==> src/rtl/hazard_fwd_unit_pkg.sv <==
// Shared encodings and slot layout for the hazard/forwarding unit.
// Optional statistics counters are enabled by defining HAZARD_STATS_EN.
package hazard_fwd_unit_pkg;

  localparam int unsigned FWD_SEL_W = 2;
  localparam int unsigned STAT_W    = 16;

  typedef enum logic [FWD_SEL_W-1:0] {
    FWD_RF = 2'd0,
    FWD_W  = 2'd1,
    FWD_M  = 2'd2,
    FWD_X  = 2'd3
  } fwd_sel_e;

  // Per-slot flags; the destination field is kept separately because its width is a parameter.
  typedef struct packed {
    logic valid;
    logic wen;
    logic is_load;
  } slot_flags_t;

endpackage

==> src/rtl/hazard_fwd_unit_if.sv <==
// D-stage request, bypass data and hazard/forwarding results between the pipeline and the unit.
interface hazard_fwd_unit_if #(
  parameter int unsigned DATA_W  = 16,
  parameter int unsigned REG_AW  = 3,
  parameter int unsigned NUM_SRC = 2
);
  import hazard_fwd_unit_pkg::*;

  logic                        d_valid;
  logic [NUM_SRC*REG_AW-1:0]   d_src;
  logic [NUM_SRC-1:0]          d_src_use;
  logic                        d_wen;
  logic [REG_AW-1:0]           d_dest;
  logic                        d_is_load;
  logic [NUM_SRC*DATA_W-1:0]   d_rf_data;
  logic [DATA_W-1:0]           x_data;
  logic [DATA_W-1:0]           m_data;
  logic [DATA_W-1:0]           w_data;
  logic                        flush;
  logic                        mem_wait;
  logic                        stall;
  logic                        freeze;
  logic [NUM_SRC*DATA_W-1:0]   opnd;
  logic [NUM_SRC*FWD_SEL_W-1:0] fwd_sel;

  modport master (
    output d_valid, d_src, d_src_use, d_wen, d_dest, d_is_load, d_rf_data,
    output x_data, m_data, w_data, flush, mem_wait,
    input  stall, freeze, opnd, fwd_sel
  );

  modport slave (
    input  d_valid, d_src, d_src_use, d_wen, d_dest, d_is_load, d_rf_data,
    input  x_data, m_data, w_data, flush, mem_wait,
    output stall, freeze, opnd, fwd_sel
  );
endinterface

==> src/rtl/hazard_fwd_unit_slot.sv <==
// One in-flight writer tracking slot: clears on reset, loads when enabled, otherwise holds.
module hazard_fwd_unit_slot
  import hazard_fwd_unit_pkg::*;
#(
  parameter int unsigned REG_AW = 3
) (
  input  logic              clk,
  input  logic              rst,
  input  logic              en_i,
  input  slot_flags_t       flags_i,
  input  logic [REG_AW-1:0] dest_i,
  output slot_flags_t       flags_o,
  output logic [REG_AW-1:0] dest_o
);

  slot_flags_t       flags_q;
  logic [REG_AW-1:0] dest_q;

  always_ff @(posedge clk) begin
    if (rst) begin
      flags_q <= '0;
      dest_q  <= '0;
    end else if (en_i) begin
      flags_q <= flags_i;
      dest_q  <= dest_i;
    end
  end

  assign flags_o = flags_q;
  assign dest_o  = dest_q;

endmodule

==> src/rtl/hazard_fwd_unit.sv <==
// Hazard and forwarding unit for the 5-stage pipe: tracks X/M/W writers, bypasses D operands,
// raises load-use stall and freezes on memory wait. HAZARD_STATS_EN adds stall/forward counters.
module hazard_fwd_unit
  import hazard_fwd_unit_pkg::*;
#(
  parameter int unsigned DATA_W  = 16,
  parameter int unsigned REG_AW  = 3,
  parameter int unsigned NUM_SRC = 2
) (
  input  logic               clk,
  input  logic               rst,
  hazard_fwd_unit_if.slave   bus
`ifdef HAZARD_STATS_EN
  ,
  output logic [STAT_W-1:0]  stall_cnt,
  output logic [STAT_W-1:0]  fwd_cnt
`endif
);

  localparam int unsigned SEL_W = FWD_SEL_W;

  logic                       advance;
  logic                       stall_c;
  logic [NUM_SRC-1:0]         ld_hit;
  logic [NUM_SRC*SEL_W-1:0]   fwd_sel_c;
  logic [NUM_SRC*DATA_W-1:0]  opnd_c;

  slot_flags_t       x_flags_d, x_flags_q, m_flags_q, w_flags_q;
  logic [REG_AW-1:0] x_dest_d, x_dest_q, m_dest_q, w_dest_q;

  assign advance = ~bus.mem_wait;

  // A stalled or flushed D instruction enters X as a bubble.
  always_comb begin
    x_flags_d = '0;
    x_dest_d  = '0;
    if (bus.d_valid & ~stall_c & ~bus.flush) begin
      x_flags_d.valid   = 1'b1;
      x_flags_d.wen     = bus.d_wen;
      x_flags_d.is_load = bus.d_is_load;
      x_dest_d          = bus.d_dest;
    end
  end

  hazard_fwd_unit_slot #(.REG_AW(REG_AW)) u_slot_x (
    .clk(clk), .rst(rst), .en_i(advance),
    .flags_i(x_flags_d), .dest_i(x_dest_d), .flags_o(x_flags_q), .dest_o(x_dest_q)
  );

  hazard_fwd_unit_slot #(.REG_AW(REG_AW)) u_slot_m (
    .clk(clk), .rst(rst), .en_i(advance),
    .flags_i(x_flags_q), .dest_i(x_dest_q), .flags_o(m_flags_q), .dest_o(m_dest_q)
  );

  hazard_fwd_unit_slot #(.REG_AW(REG_AW)) u_slot_w (
    .clk(clk), .rst(rst), .en_i(advance),
    .flags_i(m_flags_q), .dest_i(m_dest_q), .flags_o(w_flags_q), .dest_o(w_dest_q)
  );

  for (genvar i = 0; i < NUM_SRC; i++) begin : g_src
    logic [REG_AW-1:0] src;
    logic              hit_x, hit_m, hit_w;
    fwd_sel_e          sel;
    logic [DATA_W-1:0] val;

    assign src   = bus.d_src[i*REG_AW +: REG_AW];
    assign hit_x = x_flags_q.valid & x_flags_q.wen & bus.d_src_use[i] & (x_dest_q == src);
    assign hit_m = m_flags_q.valid & m_flags_q.wen & bus.d_src_use[i] & (m_dest_q == src);
    assign hit_w = w_flags_q.valid & w_flags_q.wen & bus.d_src_use[i] & (w_dest_q == src);
    assign ld_hit[i] = hit_x & x_flags_q.is_load;

    // Youngest producer wins; a load still in X cannot supply data, so fall through to older ones.
    always_comb begin
      sel = FWD_RF;
      if (hit_x & ~x_flags_q.is_load) sel = FWD_X;
      else if (hit_m)                 sel = FWD_M;
      else if (hit_w)                 sel = FWD_W;
    end

    always_comb begin
      val = bus.d_rf_data[i*DATA_W +: DATA_W];
      case (sel)
        FWD_X:   val = bus.x_data;
        FWD_M:   val = bus.m_data;
        FWD_W:   val = bus.w_data;
        default: val = bus.d_rf_data[i*DATA_W +: DATA_W];
      endcase
    end

    assign fwd_sel_c[i*SEL_W +: SEL_W] = sel;
    assign opnd_c[i*DATA_W +: DATA_W]  = val;
  end

  assign stall_c     = bus.d_valid & ~bus.flush & (|ld_hit);
  assign bus.stall   = stall_c;
  assign bus.freeze  = bus.mem_wait;
  assign bus.fwd_sel = fwd_sel_c;
  assign bus.opnd    = opnd_c;

`ifdef HAZARD_STATS_EN
  logic [STAT_W-1:0] stall_cnt_d, stall_cnt_q, fwd_cnt_d, fwd_cnt_q;

  // Saturating event counters.
  always_comb begin
    stall_cnt_d = stall_cnt_q;
    fwd_cnt_d   = fwd_cnt_q;
    if (stall_c & advance & (stall_cnt_q != {STAT_W{1'b1}}))
      stall_cnt_d = stall_cnt_q + STAT_W'(1);
    if (advance & (|fwd_sel_c) & (fwd_cnt_q != {STAT_W{1'b1}}))
      fwd_cnt_d = fwd_cnt_q + STAT_W'(1);
  end

  always_ff @(posedge clk) begin
    if (rst) begin
      stall_cnt_q <= '0;
      fwd_cnt_q   <= '0;
    end else begin
      stall_cnt_q <= stall_cnt_d;
      fwd_cnt_q   <= fwd_cnt_d;
    end
  end

  assign stall_cnt = stall_cnt_q;
  assign fwd_cnt   = fwd_cnt_q;
`endif

endmodule

==> src/flat_wrapper.sv <==
// flat-port wrapper written by rule: the top's interface ports become plain ports
module hazard_fwd_unit_flat import hazard_fwd_unit_pkg::*;
#(
  parameter int unsigned DATA_W  = 16,
  parameter int unsigned REG_AW  = 3,
  parameter int unsigned NUM_SRC = 2
)
  (clk, rst, bus_d_valid, bus_d_src, bus_d_src_use, bus_d_wen, bus_d_dest, bus_d_is_load, bus_d_rf_data, bus_x_data, bus_m_data, bus_w_data, bus_flush, bus_mem_wait, bus_stall, bus_freeze, bus_opnd, bus_fwd_sel);
  hazard_fwd_unit_if #(.DATA_W(DATA_W), .REG_AW(REG_AW), .NUM_SRC(NUM_SRC)) bus_i ();
  input  logic clk;
  input  logic rst;
  input wire logic [$bits(bus_i.d_valid)-1:0] bus_d_valid;
  input wire logic [$bits(bus_i.d_src)-1:0] bus_d_src;
  input wire logic [$bits(bus_i.d_src_use)-1:0] bus_d_src_use;
  input wire logic [$bits(bus_i.d_wen)-1:0] bus_d_wen;
  input wire logic [$bits(bus_i.d_dest)-1:0] bus_d_dest;
  input wire logic [$bits(bus_i.d_is_load)-1:0] bus_d_is_load;
  input wire logic [$bits(bus_i.d_rf_data)-1:0] bus_d_rf_data;
  input wire logic [$bits(bus_i.x_data)-1:0] bus_x_data;
  input wire logic [$bits(bus_i.m_data)-1:0] bus_m_data;
  input wire logic [$bits(bus_i.w_data)-1:0] bus_w_data;
  input wire logic [$bits(bus_i.flush)-1:0] bus_flush;
  input wire logic [$bits(bus_i.mem_wait)-1:0] bus_mem_wait;
  output wire logic [$bits(bus_i.stall)-1:0] bus_stall;
  output wire logic [$bits(bus_i.freeze)-1:0] bus_freeze;
  output wire logic [$bits(bus_i.opnd)-1:0] bus_opnd;
  output wire logic [$bits(bus_i.fwd_sel)-1:0] bus_fwd_sel;
  assign bus_i.d_valid = bus_d_valid;
  assign bus_i.d_src = bus_d_src;
  assign bus_i.d_src_use = bus_d_src_use;
  assign bus_i.d_wen = bus_d_wen;
  assign bus_i.d_dest = bus_d_dest;
  assign bus_i.d_is_load = bus_d_is_load;
  assign bus_i.d_rf_data = bus_d_rf_data;
  assign bus_i.x_data = bus_x_data;
  assign bus_i.m_data = bus_m_data;
  assign bus_i.w_data = bus_w_data;
  assign bus_i.flush = bus_flush;
  assign bus_i.mem_wait = bus_mem_wait;
  assign bus_stall = bus_i.stall;
  assign bus_freeze = bus_i.freeze;
  assign bus_opnd = bus_i.opnd;
  assign bus_fwd_sel = bus_i.fwd_sel;
  hazard_fwd_unit #(.DATA_W(DATA_W), .REG_AW(REG_AW), .NUM_SRC(NUM_SRC)) u_core (.clk(clk), .rst(rst), .bus(bus_i));
endmodule
==> config.mk <==
export PLATFORM = sky130hd
export DESIGN_NAME = hazard_fwd_unit_flat
export DESIGN_NICKNAME = d
export VERILOG_FILES = /design/src/rtl/hazard_fwd_unit_pkg.sv /design/src/rtl/hazard_fwd_unit_if.sv /design/src/rtl/hazard_fwd_unit_slot.sv /design/src/rtl/hazard_fwd_unit.sv /design/src/flat_wrapper.sv
export SDC_FILE = /design/constraint.sdc
export NUM_CORES = 1
export LEC_CHECK = 0
export BUFFER_PORTS_ARGS = -buffer_cell sky130_fd_sc_hd__buf_2
export CAP_MARGIN = 5
export CORE_MARGIN = 8
export CORE_UTILIZATION = 40
export CTS_CLUSTER_DIAMETER = 50
export DETAILED_ROUTE_END_ITERATION = 6
export GPL_ROUTABILITY_DRIVEN = 0
export PLACE_DENSITY = 0.71
export SLEW_MARGIN = 20
export SYNTH_ARGS = -nofsm -noshare
export SYNTH_HDL_FRONTEND = slang
export SYNTH_SLANG_ARGS = --single-unit
export TNS_END_PERCENT = 1
==> constraint.sdc <==
create_clock -name clk -period 2.17 [get_ports clk]
set_input_delay 0.1085 -clock clk [delete_from_list [all_inputs] [get_ports clk]]
set_output_delay 0.1085 -clock clk [all_outputs]
set_load 0.05 [all_outputs]
### Yosys cells after proc, flatten, opt, wreduce, memory -nomap -nowiden

Index checks and enable logic that the tools add are counted.

* word-level logic and storage cells: 59
* register bits after elaboration: 16
* bits of input ports: 98

* muxes and demuxes: 10
* reductions and logical operators: 1
* bitwise logic cells: 26
* equality and inequality tests: 12

Operators with widths (number)
* 16-bit one-hot mux with 3 select lines: 2
* 1-bit bitwise AND: 23
* 3-bit == test: 6
* 2-bit == test, second input constant: 4
* 2-bit 2-to-1 mux: 4
* 3-bit 2-to-1 mux: 2
* 2-bit by 1-bit == test with 1-bit output, second input constant: 2
* 1-bit NOT: 3
* 1-bit 2-to-1 mux: 2
* 2-bit OR reduction: 1

### Logic depth before layout (Yosys ltp)

Gate-level depths: netlist (run 1).

* depth after elaboration: 10
* depth in mapped cells: 7
* mapped depth without buffers: 4

### By module

A second synthesis (run 1) with hierarchy kept.

* cells, all modules: 288
* area total of the unflattened synthesis: 2285.9 µm²

By module, submodules not included
* hazard_fwd_unit: times used 1, area each 1644.1 µm², cells an instance 231, sequential area each 0.0 µm²
* hazard_fwd_unit_slot: times used 3, area each 214.0 µm², cells an instance 19, sequential area each 120.1 µm²

### Worst setup path before layout (run 1)

Ideal clock, no wire load.

* path kind: register to output
* start: register u_core.u_slot_x.dest_q[1], in the netlist u_core.u_slot_x.dest_o[1]
* end: output bus_stall
* setup slack: 0.044 ns
* stages on the path, launching flop included: 5
* data required time: 2.061 ns
* data arrival time: 2.017 ns
* path buffers: 0
* cells stage by stage: dfxtp_1 > xor2_1 > nor4b_2 > o2111ai_1 > nor2_1

* longest elaborated chain between the ends: 5

Ends and longest elaborated chain
* start, declared: RTL line hazard_fwd_unit_slot.sv:17 `logic [REG_AW-1:0] dest_q;`
* start signal, assigned: RTL line hazard_fwd_unit_slot.sv:25 `dest_q <= dest_i;`
* 3-bit == test: RTL line hazard_fwd_unit.sv:67 `assign hit_x = x_flags_q.valid & x_flags_q.wen & bus.d_src_use[i] & (x_dest_q == src);`
* 1-bit bitwise AND: RTL line hazard_fwd_unit.sv:67
* 1-bit bitwise AND: RTL line hazard_fwd_unit.sv:70 `assign ld_hit[i] = hit_x & x_flags_q.is_load;`
* 2-bit OR reduction *: RTL line hazard_fwd_unit.sv:94 `assign stall_c = bus.d_valid & ~bus.flush & (|ld_hit);`
* 1-bit bitwise AND *: RTL line hazard_fwd_unit.sv:94
* end, declared: RTL line flat_wrapper.sv:24 `output wire logic [$bits(bus_i.stall)-1:0] bus_stall;`

Mark *: on every way between the ends. The rest lies on a longest branch, timed or not.

### Final worst setup path (run 1)

* start: register u_core.u_slot_x.flags_q (netlist bit u_core.u_slot_x.flags_o[0])
* end: output bus_opnd[5]

* longest elaborated chain between the ends: 5

Ends and longest elaborated chain
* start, declared: RTL line hazard_fwd_unit_slot.sv:16 `slot_flags_t flags_q;`
* start signal, assigned: RTL line hazard_fwd_unit_slot.sv:24 `flags_q <= flags_i;`
* 1-bit NOT *: RTL line hazard_fwd_unit.sv:75 `if (hit_x & ~x_flags_q.is_load) sel = FWD_X;`
* 1-bit bitwise AND *: RTL line hazard_fwd_unit.sv:75
* 2-bit 2-to-1 mux *: RTL line hazard_fwd_unit.sv:75
* 2-bit by 1-bit == test with 1-bit output / 2-bit == test (equally long branches): RTL line hazard_fwd_unit.sv:82 `case (sel)`
* 16-bit one-hot mux with 3 select lines *: RTL line hazard_fwd_unit.sv:82
* end, declared: RTL line flat_wrapper.sv:26 `output wire logic [$bits(bus_i.opnd)-1:0] bus_opnd;`

Marks and branches as above.

==> results of run 1 <==
==> state kept, by name, summed over array words and instances, names as in the netlist <==
name                     flops
u_core.u_slot_w.dest_o       3
u_core.u_slot_x.dest_o       3
u_core.u_slot_m.dest_o       3
u_core.u_slot_m.flags_o      2
u_core.u_slot_x.flags_o      3
u_core.u_slot_w.flags_o      2
==> per-stage QoR <==
stage               total power, W  utilization (%)  setup WS (ns)  instances  hold slack (ns)
global route               0.00106             64.0         -0.106        471           0.0970
finish                     0.00102             64.0        -0.0376        471           0.0877
floorplan                 0.000538                -         0.0442        267            0.263
global placement          0.000690             54.9          0.113        463            0.348
detailed placement        0.000694             54.9        0.00918        463            0.354
CTS                       0.000997             60.8        -0.0951        469           0.0861
==> synth_stat cells, drive strengths merged (3+ instances only) <==
cell	count	area share (%)
nand3	4	0.89
dfxtp	16	14
nor4b	34	14
and3	32	8.9
buf	16	5.1
inv	16	2.7
xor2	12	4.7
a211oi	32	11
xnor2	6	2.3
nand2b	5	1.4
nand2	3	0.50
mux2i	10	4.5
clkbuf	12	2.0
a32o	5	2.2
nor4	4	3.8
o32a	32	14
nor2	12	2.0
==> worst max-delay path: cells and delay by family, from the launching register on <==
| kind | cells | cell delay (ns) |
|---|---|---|
| DFF | 1 | 0.35 |
| and+or+nand+nor | 2 | 0.53 |
| buffers and inverters | 3 | 0.55 |
| AOI/OAI and AO/OA | 2 | 0.41 |
==> per-layer routing <==
layer  vias to the layer above  part of all wire [%]
li1                       1347                     -
met1                      1349                    39
met2                       183                    48
met3                        23                    11
met4                         0                   2.6
met5                         -                     0
==> where the power goes <==
part	internal [W]	switching, W
clock	0.000161	0.000103
combinational	0.000188	0.000259
sequential	0.000296	0.00000958
==> how the worst min path moves through the flow <==
| stage | from | endpoint | slack (ns) | cells after the start |
|---|---|---|---|---|
| after CTS | bus_d_is_load | u_core.u_slot_x.flags_o[0] | 0.09 | 2 |
| after floorplan | bus_d_is_load | u_core.u_slot_x.flags_o[0] | 0.26 | 1 |
| after detailed placement | bus_d_is_load | u_core.u_slot_x.flags_o[0] | 0.35 | 2 |
| after global routing | bus_d_is_load | u_core.u_slot_x.flags_o[0] | 0.1 | 2 |
| after global placement | bus_d_is_load | u_core.u_slot_x.flags_o[0] | 0.35 | 2 |
| final | bus_d_is_load | u_core.u_slot_x.flags_o[0] | 0.09 | 2 |
==> final cells by class <==
class | instances | area (um2) | share of cell area, %
clock buffer | 4 | 55.1 | 1.58
inverter | 16 | 60.1 | 1.72
multi-input combinational | 205 | 1840 | 52.7
sequential | 16 | 335 | 9.63
tap | 72 | 90.1 | 2.59
timing repair buffer | 158 | 1110 | 31.8
==> timing repair <==
| action | in CTS | in global routing |
|---|---|---|
| pin swaps | 9 | 8 |
| resized for setup | 69 | 37 |
| setup endpoints to repair | 33 | 33 |
| buffers inserted | 2 | 1 |
| gates cloned | 0 | 1 |
==> logic make-up (layout without fill, tap and decap cells) <==
| logic type | Yosys count | in the layout |
|---|---|---|
| multiplexers | 10 | 10 |
| buffers and inverters | 46 | 178 |
| flip-flops | 16 | 16 |
| XOR/XNOR | 18 | 18 |
| AO/OA/AOI/OAI | 73 | 73 |
| AND/OR/NAND/NOR | 104 | 104 |
==> reports/results.txt, run 1 <==
GR Util met2 - 36.8%
Port Buffers - 135
Fill cells - 470
Critical Path RT - 2.06 ns
Global Route Usage Sum - 21.4%
crit path capture type - output port
initial antenna violation count - 0
sequential cell area fraction in the yosys report - 14.3%
unrepaired setup endpoints after global routing - true
Post-Synth Adder-Cell Area - 0%
die area - 0.00824 mm2
GRT met1 Usage - 24.5%
Final Slew Violations - 0
die height - 90.8 um
Die W - 90.8 um
Core ar. - 0.00544 mm2
crit path DAT - 2.10 ns
initial DRC count - 193
reg2reg start - u_core.u_slot_x.dest_o[1]
max_slew headroom - 55.1%
Worst Setup EP - bus_opnd[5]
max incr delay on CP - 0.35 ns
total grt overflow - 0
clk_skew - 0.00659 ns
post-layout min period - 2.21 ns
RR Endpoint - u_core.u_slot_x.dest_o[2]
Syn-to-layout area delta - 55.6%
setup ws final - -0.0376 ns
Via-to-Cell Ratio - 6.16
Detailed Place HPWL - 7100 um
FF+latch count, synth - 16
largest family of logic cells by synthesized area - simple AND/OR/NAND/NOR gates
placed inst area - 0.00299 mm2
crit path launch - u_core.u_slot_x.flags_o[0]
routing usage on met3 - 5.90%
clk sink count - 16
commonest non-fill, non-tap cell in the layout - buf_2
first-pass GRT wire length - 15,000 um
CP max FO - 11
worst min-delay path category - primary input to flip-flop
Yosys Warn Count - 0
TritonCTS buffer count - 3
Final nets - 498
largest net degree at the start of global routing - 33
status - complete, but fails checks
startpoint types - flip-flop
Max Freq - 0.453 GHz
mux cell area share after synthesis - 4.47%
period utilisation layout - 102%
FFs w/ async S/R, synth - 0%
WL per Instance - 20.3 um
xor/xnor share of the synthesized area - 7.05%
critical path class - flip-flop to output port
Post-Route Setup TNS - -0.0974 ns
ANT cells - 0
share of layout cells above drive strength 1 - 46.9%
compound-cell area share of the yosys netlist - 28.5%
H-tree depth - 1
post-synth cell types - 32
Initial Util - 41.1%
worst vdd ir - 0.374 mV
Final ANT Viol Nets - 0
failing checks - setup timing
Max-Cap Viols - 0
final hold violation count - 0
critical-path cell list - nand4b_1 > nor4_4 > buf_4 > buf_6 > a211oi_1 > o32a_1 > buf_2
TritonCTS clock tree - done
Syn Nets - 365
TritonRoute pass-1 iters - 4
reg2reg setup slack - 0.35 ns
Cells after Synth - 267
number of global-route vias before repair - 3,004
post-synthesis simple-gate area fraction - 34.7%
Clock Path Buffers - 2
Reg clk slew, reported paths - 0.07 ns
Finish-stage setup viols - 10
ys flop type - dfxtp_1
fin area - 0.00348 mm2
worst-skew pair later-pin latency - 0.25 ns
Static Leak - 1.57 nW
worst-margin pin slew - 0.668 ns
# DRC - 0
I/O pin total - 136
GR peak layer - met2
Routed WL - 9550 um
Power Dens Cells - 292 mW/mm2
Vias - 2,902
EDFF count, synth - 0
Post-Syn Area - 0.00224 mm2
row cnt - 27
Critical-path top delay cell - dfxtp_2
Post-CTS Hold Buffers - 0
Mean Syn Cell Area - 8.38 um2
CTS root buffer - clkbuf_8
most frequent cells in the layout - buf_2 (104), buf_6 (36), and3_1 (32), o32a_1 (32), a211oi_1 (31)
Reg2Reg Depth - 5
Note: power is estimated with default switching activity, not from simulation.
==> inputs of run 2 (changes only) <==
--- a/config.mk
+++ b/config.mk
@@ -7,12 +7,14 @@
 export LEC_CHECK = 0
 export BUFFER_PORTS_ARGS = -buffer_cell sky130_fd_sc_hd__buf_2
 export CAP_MARGIN = 5
+export CELL_PAD_IN_SITES_DETAIL_PLACEMENT = 1
+export CELL_PAD_IN_SITES_GLOBAL_PLACEMENT = 2
 export CORE_MARGIN = 8
-export CORE_UTILIZATION = 40
+export CORE_UTILIZATION = 23
 export CTS_CLUSTER_DIAMETER = 50
 export DETAILED_ROUTE_END_ITERATION = 6
 export GPL_ROUTABILITY_DRIVEN = 0
-export PLACE_DENSITY = 0.71
+export PLACE_DENSITY = 0.77
 export SLEW_MARGIN = 20
 export SYNTH_ARGS = -nofsm -noshare
 export SYNTH_HDL_FRONTEND = slang
==> reports/results.txt, run 2 (same netlist as run 1, synthesis figures left out) <==
# DRC - 0
I/O pin total - 136
Detailed Place HPWL - 8830 um
critical path class - flip-flop to output port
most frequent cells in the layout - buf_2 (102), a211oi_1 (32), and3_1 (32), o32a_1 (32), buf_6 (31)
Post-CTS Hold Buffers - 0
Vias - 2,905
Max Freq - 0.455 GHz
TritonCTS clock tree - done
Initial Util - 23.3%
startpoint types - flip-flop
crit path capture type - output port
Placed Cells - 531
register area - 337 um2
worst min-delay path category - primary input to flip-flop
RR Endpoint - u_core.u_slot_x.dest_o[1]
Hold Path Stages - 2
Finish-stage setup viols - 4
Static Leak - 1.61 nW
share of layout cells above drive strength 1 - 48.2%
largest net degree at the start of global routing - 33
die area - 0.0131 mm2
final core utilization - 37.7%
reg2reg start - u_core.u_slot_x.dest_o[0]
TritonRoute pass-1 iters - 4
Non-Filler Instances - 540
Max-Cap Viols - 0
Final Slew Violations - 0
Clock Path Buffers - 2
setup ws final - -0.0281 ns
min-delay src - bus_d_dest[0]
unrepaired setup endpoints after global routing - true
dpl ws - 0.0406 ns
TritonCTS buffer count - 3
Port Buffers - 135
Via-to-Cell Ratio - 5.38
Power Dens Cells - 287 mW/mm2
first-pass GRT wire length - 17,700 um
Die W - 115 um
clk sink count - 16
ANT cells - 0
post-layout min period - 2.20 ns
worst-skew pair later-pin latency - 0.25 ns
crit path DAT - 2.09 ns
max_slew headroom - 56.5%
CTS root buffer - clkbuf_8
Reg2Reg Depth - 5
number of global-route vias before repair - 3,282
Multi-input gate area - 0.00183 mm2
clk_skew - 0.0127 ns
total grt overflow - 0
status - complete, but fails checks
Reg clk slew, reported paths - 0.08 ns
Final ANT Viol Nets - 0
Final nets - 506
Critical Path RT - 2.06 ns
hold_ws - 0.0912 ns
initial antenna violation count - 0
Global Route Usage Sum - 16.8%
Fill cells - 1,160
Core ar. - 0.00959 mm2
row cnt - 36
H-tree depth - 1
WL per Instance - 21.3 um
die height - 115 um
CP max FO - 11
worst-margin pin slew - 0.648 ns
commonest non-fill, non-tap cell in the layout - buf_2
final hold violation count - 0
reg2reg setup slack - 0.35 ns
Syn-to-layout area delta - 61.6%
Routed WL - 11,500 um
worst vdd ir - 0.284 mV
failing checks - setup timing
Hold EP - u_core.u_slot_x.dest_o[0]
period utilisation layout - 101%
initial DRC count - 94
==> run 2: cell types whose count changed in the layout (fill, tap and decap cells not counted), sizes merged <==
cell    change
buf         +9
clkbuf      -1
==> run 2: power breakdown <==
group / internal (W) / leakage (nW) / switching [W] / total [W]
Sequential: 0.000296 / 0.134 / 0.00000952 / 0.000306
Clock: 0.000161 / 0.0288 / 0.000109 / 0.000270
Combinational: 0.000192 / 1.45 / 0.000271 / 0.000463
Total: 0.000649 / 1.61 / 0.000389 / 0.00104
==> run 2: per-stage QoR <==
stage	TNS (ns)	instance area (um2)	total power, W
global placement	0	3140	0.000718
finish	-0.0495	3610	0.00104
global route	-1.93	3610	0.00108
floorplan	0	2240	0.000538
CTS	-0.0976	3520	0.00103
detailed placement	0	3140	0.000720
==> run 2: worst max-delay path by stage <==
stage	cells after the start	endpoint	start	slack (ns)
3_5_place_dp	6	bus_opnd[4]	u_core.u_slot_x.dest_o[0]	0.04
5_1_grt	7	bus_opnd[1]	u_core.u_slot_x.dest_o[2]	-0.08
4_1_cts	7	bus_opnd[21]	u_core.u_slot_x.dest_o[0]	-0.04
2_1_floorplan	4	bus_stall	u_core.u_slot_x.dest_o[1]	0.04
6_report	7	bus_opnd[21]	u_core.u_slot_x.dest_o[0]	-0.03
3_3_place_gp	6	bus_opnd[14]	u_core.u_slot_x.dest_o[0]	0.07
==> run 2: area by class of cell <==
cell class                      instances  share of cell area, %
Clock buffer                            4                   1.52
Inverter                               16                   1.66
Multi-Input combinational cell        205                   50.5
Sequential cell                        16                   9.31
Tap cell                              133                   4.60
Timing Repair Buffer                  166                   32.4
==> run 2: layer usage <==
layer,up-vias,track usage (%),share of wire (%)
li1,1355,-,-
met1,1400,18.8,38
met2,136,31.9,52
met3,14,2.85,8.7
met4,0,4.35,1.2
met5,-,0,0
==> run 2: what timing repair did <==
item / in CTS / in global routing
resized for setup: 77 / 25
gates cloned: 1 / 0
endpoints found under the setup margin: 33 / 33
pin swaps: 6 / 17
setup buffers: 4 / 0
==> run 2: worst max-delay path, stage by stage (launching register included) <==
cell and delay, ns:
dfxtp_4 0.39, xor2_2 0.20, buf_4 0.15, nor4b_4 0.34, buf_6 0.22, and3_1 0.17, o32a_1 0.17, buf_4 0.21
